## src/rtl/cla_bist_ctrl.sv

```systemverilog
// Exhaustive self-test controller for a registered 4-bit adder: issues all 512
// {cin, b, a} vectors, checks the delayed results and reports the first failure and the error count.
module cla_bist_ctrl #(
    parameter int unsigned DUT_LAT = 2
) (
    input  logic       clk,
    input  logic       rst_n,
    input  logic       start,
    output logic [3:0] dut_a,
    output logic [3:0] dut_b,
    output logic       dut_cin,
    input  logic [3:0] dut_sum,
    input  logic       dut_cout,
    output logic       busy,
    output logic       done,
    output logic       pass,
    output logic [9:0] err_count,
    output logic [8:0] first_fail_vec,
    output logic       first_fail_valid
);

    typedef enum logic [1:0] {IDLE, RUN, DRAIN, DONE} state_t;

    state_t             state;
    state_t             state_nxt;
    logic [8:0]         drv_vec;
    logic [4:0]         pipe_exp [DUT_LAT];
    logic [8:0]         pipe_idx [DUT_LAT];
    logic [DUT_LAT-1:0] pipe_vld;
    logic               start_run;
    logic               last_vec;
    logic               cmp_vld;
    logic               mismatch;
    logic               last_cmp;

    // The vector register doubles as the operand drivers: {cin, b, a} = index.
    assign {dut_cin, dut_b, dut_a} = drv_vec;

    assign start_run = start && (state == IDLE || state == DONE);
    assign last_vec  = (state == RUN) && (drv_vec == 9'd511);
    assign cmp_vld   = pipe_vld[DUT_LAT-1];
    // Case inequality so an X/Z response never compares equal.
    assign mismatch  = cmp_vld && ({dut_cout, dut_sum} !== pipe_exp[DUT_LAT-1]);
    assign last_cmp  = cmp_vld && (pipe_idx[DUT_LAT-1] == 9'd511);

    always_ff @(posedge clk or negedge rst_n) begin
        if (!rst_n) begin
            state <= IDLE;
        end else begin
            state <= state_nxt;
        end
    end

    always_comb begin
        state_nxt = state;
        unique case (state)
            IDLE:    if (start_run) state_nxt = RUN;
            RUN:     if (last_vec)  state_nxt = DRAIN;
            DRAIN:   if (last_cmp)  state_nxt = DONE;
            DONE:    if (start_run) state_nxt = RUN;
            default: state_nxt = IDLE;
        endcase
    end

    always_comb begin
        busy = (state == RUN) || (state == DRAIN);
        done = (state == DONE);
        pass = (state == DONE) && (err_count == '0);
    end

    always_ff @(posedge clk or negedge rst_n) begin
        if (!rst_n) begin
            drv_vec          <= '0;
            err_count        <= '0;
            first_fail_vec   <= '0;
            first_fail_valid <= 1'b0;
        end else if (start_run) begin
            drv_vec          <= '0;
            err_count        <= '0;
            first_fail_vec   <= '0;
            first_fail_valid <= 1'b0;
        end else begin
            if (state == RUN) begin
                drv_vec <= last_vec ? '0 : drv_vec + 9'd1;
            end
            if (mismatch) begin
                err_count <= err_count + 10'd1;
                if (!first_fail_valid) begin
                    first_fail_vec   <= pipe_idx[DUT_LAT-1];
                    first_fail_valid <= 1'b1;
                end
            end
        end
    end

    // Expected-result pipeline, aligned with the adder's own latency.
    always_ff @(posedge clk or negedge rst_n) begin
        if (!rst_n) begin
            pipe_vld <= '0;
            for (int unsigned i = 0; i < DUT_LAT; i++) begin
                pipe_exp[i] <= '0;
                pipe_idx[i] <= '0;
            end
        end else begin
            pipe_vld[0] <= (state == RUN);
            pipe_exp[0] <= {1'b0, dut_a} + {1'b0, dut_b} + {4'b0000, dut_cin};
            pipe_idx[0] <= drv_vec;
            for (int unsigned i = 1; i < DUT_LAT; i++) begin
                pipe_vld[i] <= pipe_vld[i-1];
                pipe_exp[i] <= pipe_exp[i-1];
                pipe_idx[i] <= pipe_idx[i-1];
            end
        end
    end

endmodule

```

## config.mk

```make
export PLATFORM = sky130hd
export DESIGN_NAME = cla_bist_ctrl
export DESIGN_NICKNAME = d
export VERILOG_FILES = /design/src/rtl/cla_bist_ctrl.sv
export SDC_FILE = /design/constraint.sdc
export NUM_CORES = 1
export LEC_CHECK = 0
export ABC_AREA = 0
export CAP_MARGIN = 20
export CORE_MARGIN = 8
export CORE_UTILIZATION = 53
export DETAILED_ROUTE_END_ITERATION = 6
export PLACE_DENSITY = 0.86
export SYNTH_ARGS = -nofsm -noshare
export SYNTH_HDL_FRONTEND = slang
export SYNTH_SLANG_ARGS = --single-unit
export TNS_END_PERCENT = 5
```

## constraint.sdc

```tcl
create_clock -name clk -period 2.4 [get_ports clk]
set_input_delay 0.72 -clock clk [delete_from_list [all_inputs] [get_ports clk]]
set_output_delay 0.72 -clock clk [all_outputs]
set_load 0.01 [all_outputs]
```

==> metrics.md, run 1 <==
| Metric | Value |
|---|---|
| Outcome | `complete, no violations` |
| CTS max path bufs | `2` |
| Post-route ant nets | `0` |
| DRC | `0` |
| Slowest stage cell, crit path | `clkdlybuf4s50_1` |
| Synth warn | `0` |
| Post-DP Area | `0.00311 mm^2` |
| Std-Cell Rows | `25` |
| Synth top area share | `0.592` |
| IO buf count | `39` |
| Netlist Area Pre-Place | `0.00258 mm^2` |
| Via count | `1892` |
| Synth Net Count | `roughly 250` |
| Diodes inserted | `0` |
| Post-route cell area | `0.00339 mm^2` |
| Detailed Route WL | `~5.4 mm` |
| Post-synthesis sequential area ratio | `0.592` |
| R2R Setup Slk | `170 ps` |
| Final #Nets | `305` |
| Crit end category | `output pin` |
| First-pass DRT Iterations | `4` |
| Fillers | `roughly 320` |
| Num Clock Sinks | `61` |
| Fmax achieved | `around 440 MHz` |
| Die height | `85.7 um` |
| Startpoint types | `flop` |
| Yosys reg bits | `61` |
| CP max FO | `3` |
| Switch share | `0.307` |
| Minimum clock period | `2290 ps` |
| Worst Tran Pin Value | `433 ps` |
| Via density | `5.52` |
| GRT Util Overall | `0.156` |
| Most common flop cell mapped by yosys | `dfrtp_1` |
| Worst-path clk slew | `around 70 ps` |
| Synth area leader | `dfrtp_1` |
| CP arrival | `1570 ps` |
| Count of cell types in the netlist | `40` |
| Max_slew headroom | `0.710` |
| Commonest cells in the netlist | `61 x dfrtp_1, 24 x nor2_1, 19 x nand2_1` |
| Detailed placement HPWL | `approximately 3.7 mm` |
| H-tree levels | `3` |
| Max_cap viols | `0` |
| Max incr delay on CP | `slightly below 500 ps` |
| Die area | `between 0.007 and 0.008 mm^2` |
| Antenna violations before repair | `0` |
| Sequential share of power | `0.371` |
| Post-Syn Area per Cell | `11.5 um^2` |
| Clock network fraction of total power | `0.336` |
| Period utilisation layout | `0.955` |
| Num ports | `40` |
| Mapped Cells | `about 230` |
| Starting DRC count in detailed routing | `59` |
| Synth top area cells | `dfrtp_1 59%, ha_1 5.3%, o21ai_1 3.5%` |
| Gr ovfl total | `0` |
| Layout Skew | `7.76 ps` |
| Synth-to-Final Area Change | `31.5%` |
| Cell chain of the critical path | `buf_4 -> ha_1 -> clkdlybuf4s50_1` |
| Net Switching | `1.06 mW` |
| Die W | `around 86 um` |
| CTS tree | `yes` |
| Clk Latency, worst-skew pair | `330 ps` |
| RePlAce Congestion | `around 0.8` |
| Vias in the first global route | `1927` |
| Post-Place Cells | `326` |
| Pint | `2.41 mW` |
| Critical path class | `reg2out` |
| Share of layout cells above drive strength 1 | `0.138` |
| Worst Hold Depth | `0` |
| Combinational power share | `0.293` |
| Count leader, synth | `dfrtp_1` |
| Power Dens Cells | `1020 mW/mm^2` |
| Setup violations, final | `0` |
| Largest net degree at the start of global routing | `between 60 and 70` |
| HP Class | `reg2reg` |
| Post-synth ARST share | `1.00` |
| Cts-stage hold buffer count | `0` |
| Root Driver | `clkbuf_8` |
| Unrepaired setup endpoints after global routing | `no` |
| Area occupied by multi-input gates | `0.00101 mm^2` |
| Fin Hold WS | `about 350 ps` |
| Fin cells | `343` |
| Cells on worst reg2reg path | `9` |
| Slew Limit Fails | `0` |
| Leak | `1.63 nW` |
| Register area | `between 0.0015 and 0.002 mm^2` |
| Post-synth EDFFs | `0` |
| Initial Util | `0.549` |
| Critical path required time | `about 1700 ps` |
| Total power | `3.47 mW` |
| CORE AREA | `0.00469 mm^2` |
| Worst vdd ir | `0.000633 V` |
| Setup TNS | `0 ps` |
| Count of final hold-check violations | `0` |
| CTS Buf Count | `9` |
| Global-route wire length before repair | `around 8.9 mm` |
| Drt wl/cell | `15.8 um` |
power by group through the flow:
| stage | logic [mW] | registers (mW) | clock network, mW |
|---|---|---|---|
| floorplan | 0.579 | 1.32 | 0 |
| global placement | 0.973 | 1.30 | 0 |
| detailed placement | 1.00 | 1.31 | 0 |
| CTS | 1.02 | 1.29 | 1.18 |
| global route | 1.12 | 1.30 | 1.24 |
| finish | 1.02 | 1.29 | 1.17 |
final cells by class:
| type | count | area share |
|---|---|---|
| Sequential cell | 61 | 0.450 |
| Multi-Input combinational cell | 150 | 0.297 |
| Timing Repair Buffer | 54 | 0.149 |
| Clock buffer | 12 | 0.0399 |
| Clock inverter | 4 | 0.0354 |
| Tap cell | 54 | 0.0199 |
| Inverter | 8 | 0.00886 |
state kept, by name, indices dropped and copies added, names as in the netlist:
| register | flops |
|---|---|
| drv_vec | 9 |
| err_count | 10 |
| first_fail_valid | 1 |
| first_fail_vec | 9 |
| pipe_exp | 10 |
| pipe_idx | 18 |
| pipe_vld | 2 |
| state | 2 |
per-layer routing:
layer,vias to the layer above,share of wire,routed length [um],GRT usage
li1,906,-,-,-
met1,908,0.44,2380,0.180
met2,66,0.48,2610,0.252
met3,12,0.061,332,0.0487
met4,0,0.018,99,0.0908
met5,-,0,0,0
cell usage in the layout, fill, tap and decap left out, types with 2 or more instances in the layout:
master,instances
a21o_1,3
a21oi_1,6
a22oi_1,6
and3_1,5
buf_4,14
bufinv_16,4
clkbuf_1,3
clkbuf_8,9
clkdlybuf4s50_1,36
dfrtp_1,61
fa_1,2
ha_1,10
inv_1,5
inv_2,3
nand2_1,19
nand3_1,12
nand4_1,5
nor2_1,24
nor4_1,2
o211ai_1,3
o21ai_0,3
o21ai_1,18
or4_1,2
xnor2_1,7
xor2_1,6
cell families after synthesis:
family,count (synthesis),synth area share
AO/OA/AOI/OAI,46,0.117
adder cells (fa/ha/maj),13,0.0689
flip-flops,61,0.592
buffers and inverters,14,0.0252
multiplexers,1,0.00388
XOR/XNOR,13,0.0442
AND/OR/NAND/NOR,77,0.149
worst max-delay path, delay by kind of cell (launching register included):
| kind | cells | cell delay (ps) |
|---|---|---|
| buffers and inverters | 2 | 640 |
| adder cells (fa/ha/maj) | 1 | 220 |
| flip-flops | 1 | 390 |
metrics by stage:
| stage | util | setup WS (ps) |
|---|---|---|
| after detailed placement | 0.663 | 65.9 |
| after global placement | 0.663 | 123 |
| after floorplan | - | 112 |
| after global routing | 0.722 | 20.9 |
| final | 0.722 | 108 |
| after CTS | 0.721 | 49.1 |
worst paths after layout:
| kind | from | to |
|---|---|---|
| worst max-delay path | state[0] | done |
| worst min-delay path | pipe_idx[15] | pipe_idx[6] |
| worst max register to register | drv_vec[0] | state[0] |
| worst min register to register | pipe_idx[15] | pipe_idx[6] |
| max in group asynchronous | rst_n | state[1] |
| min in group asynchronous | rst_n | first_fail_vec[3] |
repair_timing:
action	in CTS	in global routing
gates cloned	0	0
endpoints found under the hold margin	0	0
endpoints found under the setup margin	3	2
buffers inserted	1	0
gates resized for setup	5	4
No activity file was read; power rests on OpenSTA's default activity.
==> inputs of run 2 (changes only) <==
Settings changed: ABC_AREA 0 to 1, CORE_UTILIZATION 53 to 54, CTS_BUF_LIST set to sky130_fd_sc_hd__clkbuf_16.
==> run 2 against run 1 <==
Effect of this change: clock power is 5% higher; sequential power is 7% higher; flip-flop and latch count stayed put; largest power group unchanged.
==> metrics.md, run 2 <==
| Metric | Value |
|---|---|
| Outcome | `complete, no violations` |
| Share of layout cells above drive strength 1 | `0.102 (-0.0367)` |
| Worst vdd ir | `0.000586 V (-7.5%)` |
| RePlAce Congestion | `0.809 (+2.2%)` |
| Via count | `2198 (+16%)` |
| Post-synthesis sequential area ratio | `0.543 (-0.0495)` |
| Minimum clock period | `2330 ps (+35.8 ps)` |
| Most common flop cell mapped by yosys | `dfrtp_1` |
| Layout Skew | `9.41 ps (+1.66 ps)` |
| Final #Nets | `370 (+21%)` |
| Slew Limit Fails | `0 (unchanged)` |
| Largest net degree at the start of global routing | `62 (unchanged)` |
| Count leader, synth | `nand2_1` |
| Fmax achieved | `430 MHz (-1.5%)` |
| Reg2reg end | `drv_vec[6]` |
| Commonest non-fill, non-tap cell in the layout | `nand2_1` |
| Leak | `1.78 nW (+9.8%)` |
| Mapped Cells | `301 (+34%)` |
| Max_slew headroom | `0.772 (+0.0615)` |
| Power Dens Cells | `1050 mW/mm^2 (+2.3%)` |
| Num Clock Sinks | `61 (unchanged)` |
| Worst r2r src | `drv_vec[1]` |
| Total power | `3.74 mW (+7.7%)` |
| Top reg by flops | `pipe_idx` |
| Antenna violations before repair | `0 (unchanged)` |
| Critical path class | `reg2out` |
| Clk Latency, worst-skew pair | `330 ps (about the same)` |
| Largest register FFs | `18 (unchanged)` |
| CTS Buf Count | `9 (unchanged)` |
| First-pass DRT Iterations | `4 (unchanged)` |
| Post-synth EDFFs | `0 (unchanged)` |
| R2R Setup Slk | `330 ps (+160 ps)` |
| Detailed placement HPWL | `4.08 mm (+9.7%)` |
| CORE AREA | `0.00507 mm^2 (+8.2%)` |
| Post-synth ARST share | `1.00 (unchanged)` |
| Cts-stage hold buffer count | `0 (unchanged)` |
| CP max FO | `3 (unchanged)` |
| Period utilisation layout | `0.970 (+0.0149)` |
| Std-Cell Rows | `26 (+4.0%)` |
| GRT Util Overall | `0.176 (+0.0194)` |
| IO buf count | `39 (unchanged)` |
| Placement Setup Slack | `149 ps (+82.9 ps)` |
| Synth top area cells | `dfrtp_1 54%, nand2_1 9.3%, nand3_1 6.0%` |
| CTS tree | `yes` |
| Worst setup endpoint | `pass` |
| CTS max path bufs | `2 (unchanged)` |
| Startpoint types | `flop` |
| Post-route ant nets | `0 (unchanged)` |
| Synth warn | `0 (unchanged)` |
| Crit path from | `err_count[0]` |
| Synth area leader | `dfrtp_1` |
| Initial Util | `0.554 (+0.00491)` |
| CP arrival | `1610 ps (+40 ps)` |
| Synth Net Count | `322 (+31%)` |
| Post-layout worst setup margin | `72.3 ps (-35.8 ps)` |
| Count of final hold-check violations | `0 (unchanged)` |
| Detailed Route WL | `6.26 mm (+16%)` |
| Cells on worst reg2reg path | `11 (+2)` |
| Critical path required time | `1680 ps (about the same)` |
| Synth-to-Final Area Change | `26.9%` |
| Die area | `0.00777 mm^2 (+5.8%)` |
| Final core occ | `0.703 (-0.0190)` |
| Setup TNS | `0 ps (unchanged)` |
| Synth top area share | `0.543 (-0.0495)` |
| HP Class | `reg2reg` |
| Global-route wire length before repair | `10.3 mm (+16%)` |
| Drt wl/cell | `14.8 um (-6.5%)` |
| Crit end category | `output pin` |
| Netlist Area Pre-Place | `0.00281 mm^2 (+9.1%)` |
| Top Registers | `pipe_idx x18, err_count x10, pipe_exp x10` |
| Diodes inserted | `0 (unchanged)` |
| Yosys reg bits | `61 (unchanged)` |
| Count of cell types in the netlist | `31 (-23%)` |
| Worst-path clk slew | `50 ps (-20 ps)` |
| Fillers | `400 (+27%)` |
| Post-Syn Area per Cell | `9.34 um^2 (-18%)` |
| Vias in the first global route | `2218 (+15%)` |
| Unrepaired setup endpoints after global routing | `no` |
| Starting DRC count in detailed routing | `90 (+53%)` |
| Die height | `88.2 um (+2.8%)` |
| Gr ovfl total | `0 (unchanged)` |
| Num ports | `40 (unchanged)` |
| Worst Tran Pin Value | `343 ps (-90.2 ps)` |
| Commonest cells in the netlist | `70 x nand2_1, 61 x dfrtp_1, 38 x inv_1` |
| Max_cap viols | `0 (unchanged)` |
| Die W | `88.2 um (+2.8%)` |
| Root Driver | `clkbuf_16` |
| Via density | `5.18 (-6.0%)` |
| Setup violations, final | `0 (unchanged)` |
| DRC | `0 (unchanged)` |
| H-tree levels | `3 (unchanged)` |
| Most frequent cells in the layout | `70 x nand2_1, 61 x dfrtp_1, 40 x inv_1, 36 x clkdlybuf4s50_1, 34 x nand3_1` |
## run 2: what timing repair did
action                     CTS  global route
resized for setup            2             0
setup buffers                0             0
setup endpoints to repair    2             0
## run 2: power by group
group / internal (mW) / total, mW / switching [mW]
clock: 0.787 / 1.23 / 0.438
combinational: 0.425 / 1.13 / 0.703
sequential: 1.22 / 1.38 / 0.166
## run 2: cell families (layout without fill, tap and decap cells)
group | count (synthesis) | after routing | synth area share
buffers and inverters | 47 | 100 | 0.0698
flip-flops | 61 | 61 | 0.543
XOR/XNOR | 10 | 10 | 0.0311
AO/OA/AOI/OAI | 15 | 15 | 0.0276
AND/OR/NAND/NOR | 155 | 155 | 0.266
adder cells (fa/ha/maj) | 13 | 13 | 0.0632
## run 2: stage by stage
step           hold WS, ps  cells  instance area (um^2)
2_1_floorplan          331    301                  2810
3_3_place_gp           333    408                  3290
3_5_place_dp           335    408                  3290
4_1_cts                346    424                  3570
5_1_grt                348    424                  3570
6_report               346    424                  3570
## run 2: area by class of cell
type,instances,area [um^2],share of cell area
clock buffers,9,225,0.0631
clock inverters,7,58.8,0.0165
inverters,41,156,0.0438
multi-input cells,193,1090,0.305
flip-flops and latches,61,1530,0.428
well taps,70,87.6,0.0245
repair buffers,43,425,0.119
## run 2: worst max-delay path, stage by stage (launching register included)
cell	delay, ps
dfrtp_1	380
inv_1	130
ha_1	170
nand4_1	90
nor4_1	210
dlygate4sd2_1	310
## run 2: metal layers
layer	wire length (um)	track usage
met5	0	0
met4	150	0.101
met3	358	0.0544
met2	3150	0.286
met1	2600	0.200
## run 2: worst min-delay path by stage
stage | start | end | slack [ps] | cells after the start
4_1_cts | pipe_idx[17] | pipe_idx[8] | 350 | 0
6_report | pipe_idx[17] | pipe_idx[8] | 350 | 0
2_1_floorplan | pipe_exp[5] | pipe_exp[0] | 330 | 0
3_3_place_gp | pipe_vld[0] | pipe_vld[1] | 330 | 0
3_5_place_dp | pipe_idx[14] | pipe_idx[5] | 330 | 0
5_1_grt | pipe_idx[17] | pipe_idx[8] | 350 | 0
==> inputs of run 3 (changes only) <==
Settings changed: CTS_CLUSTER_SIZE set to 40.
==> results of run 3 <==
No change in the layout: final DEF, timing and power equal those of run 2.
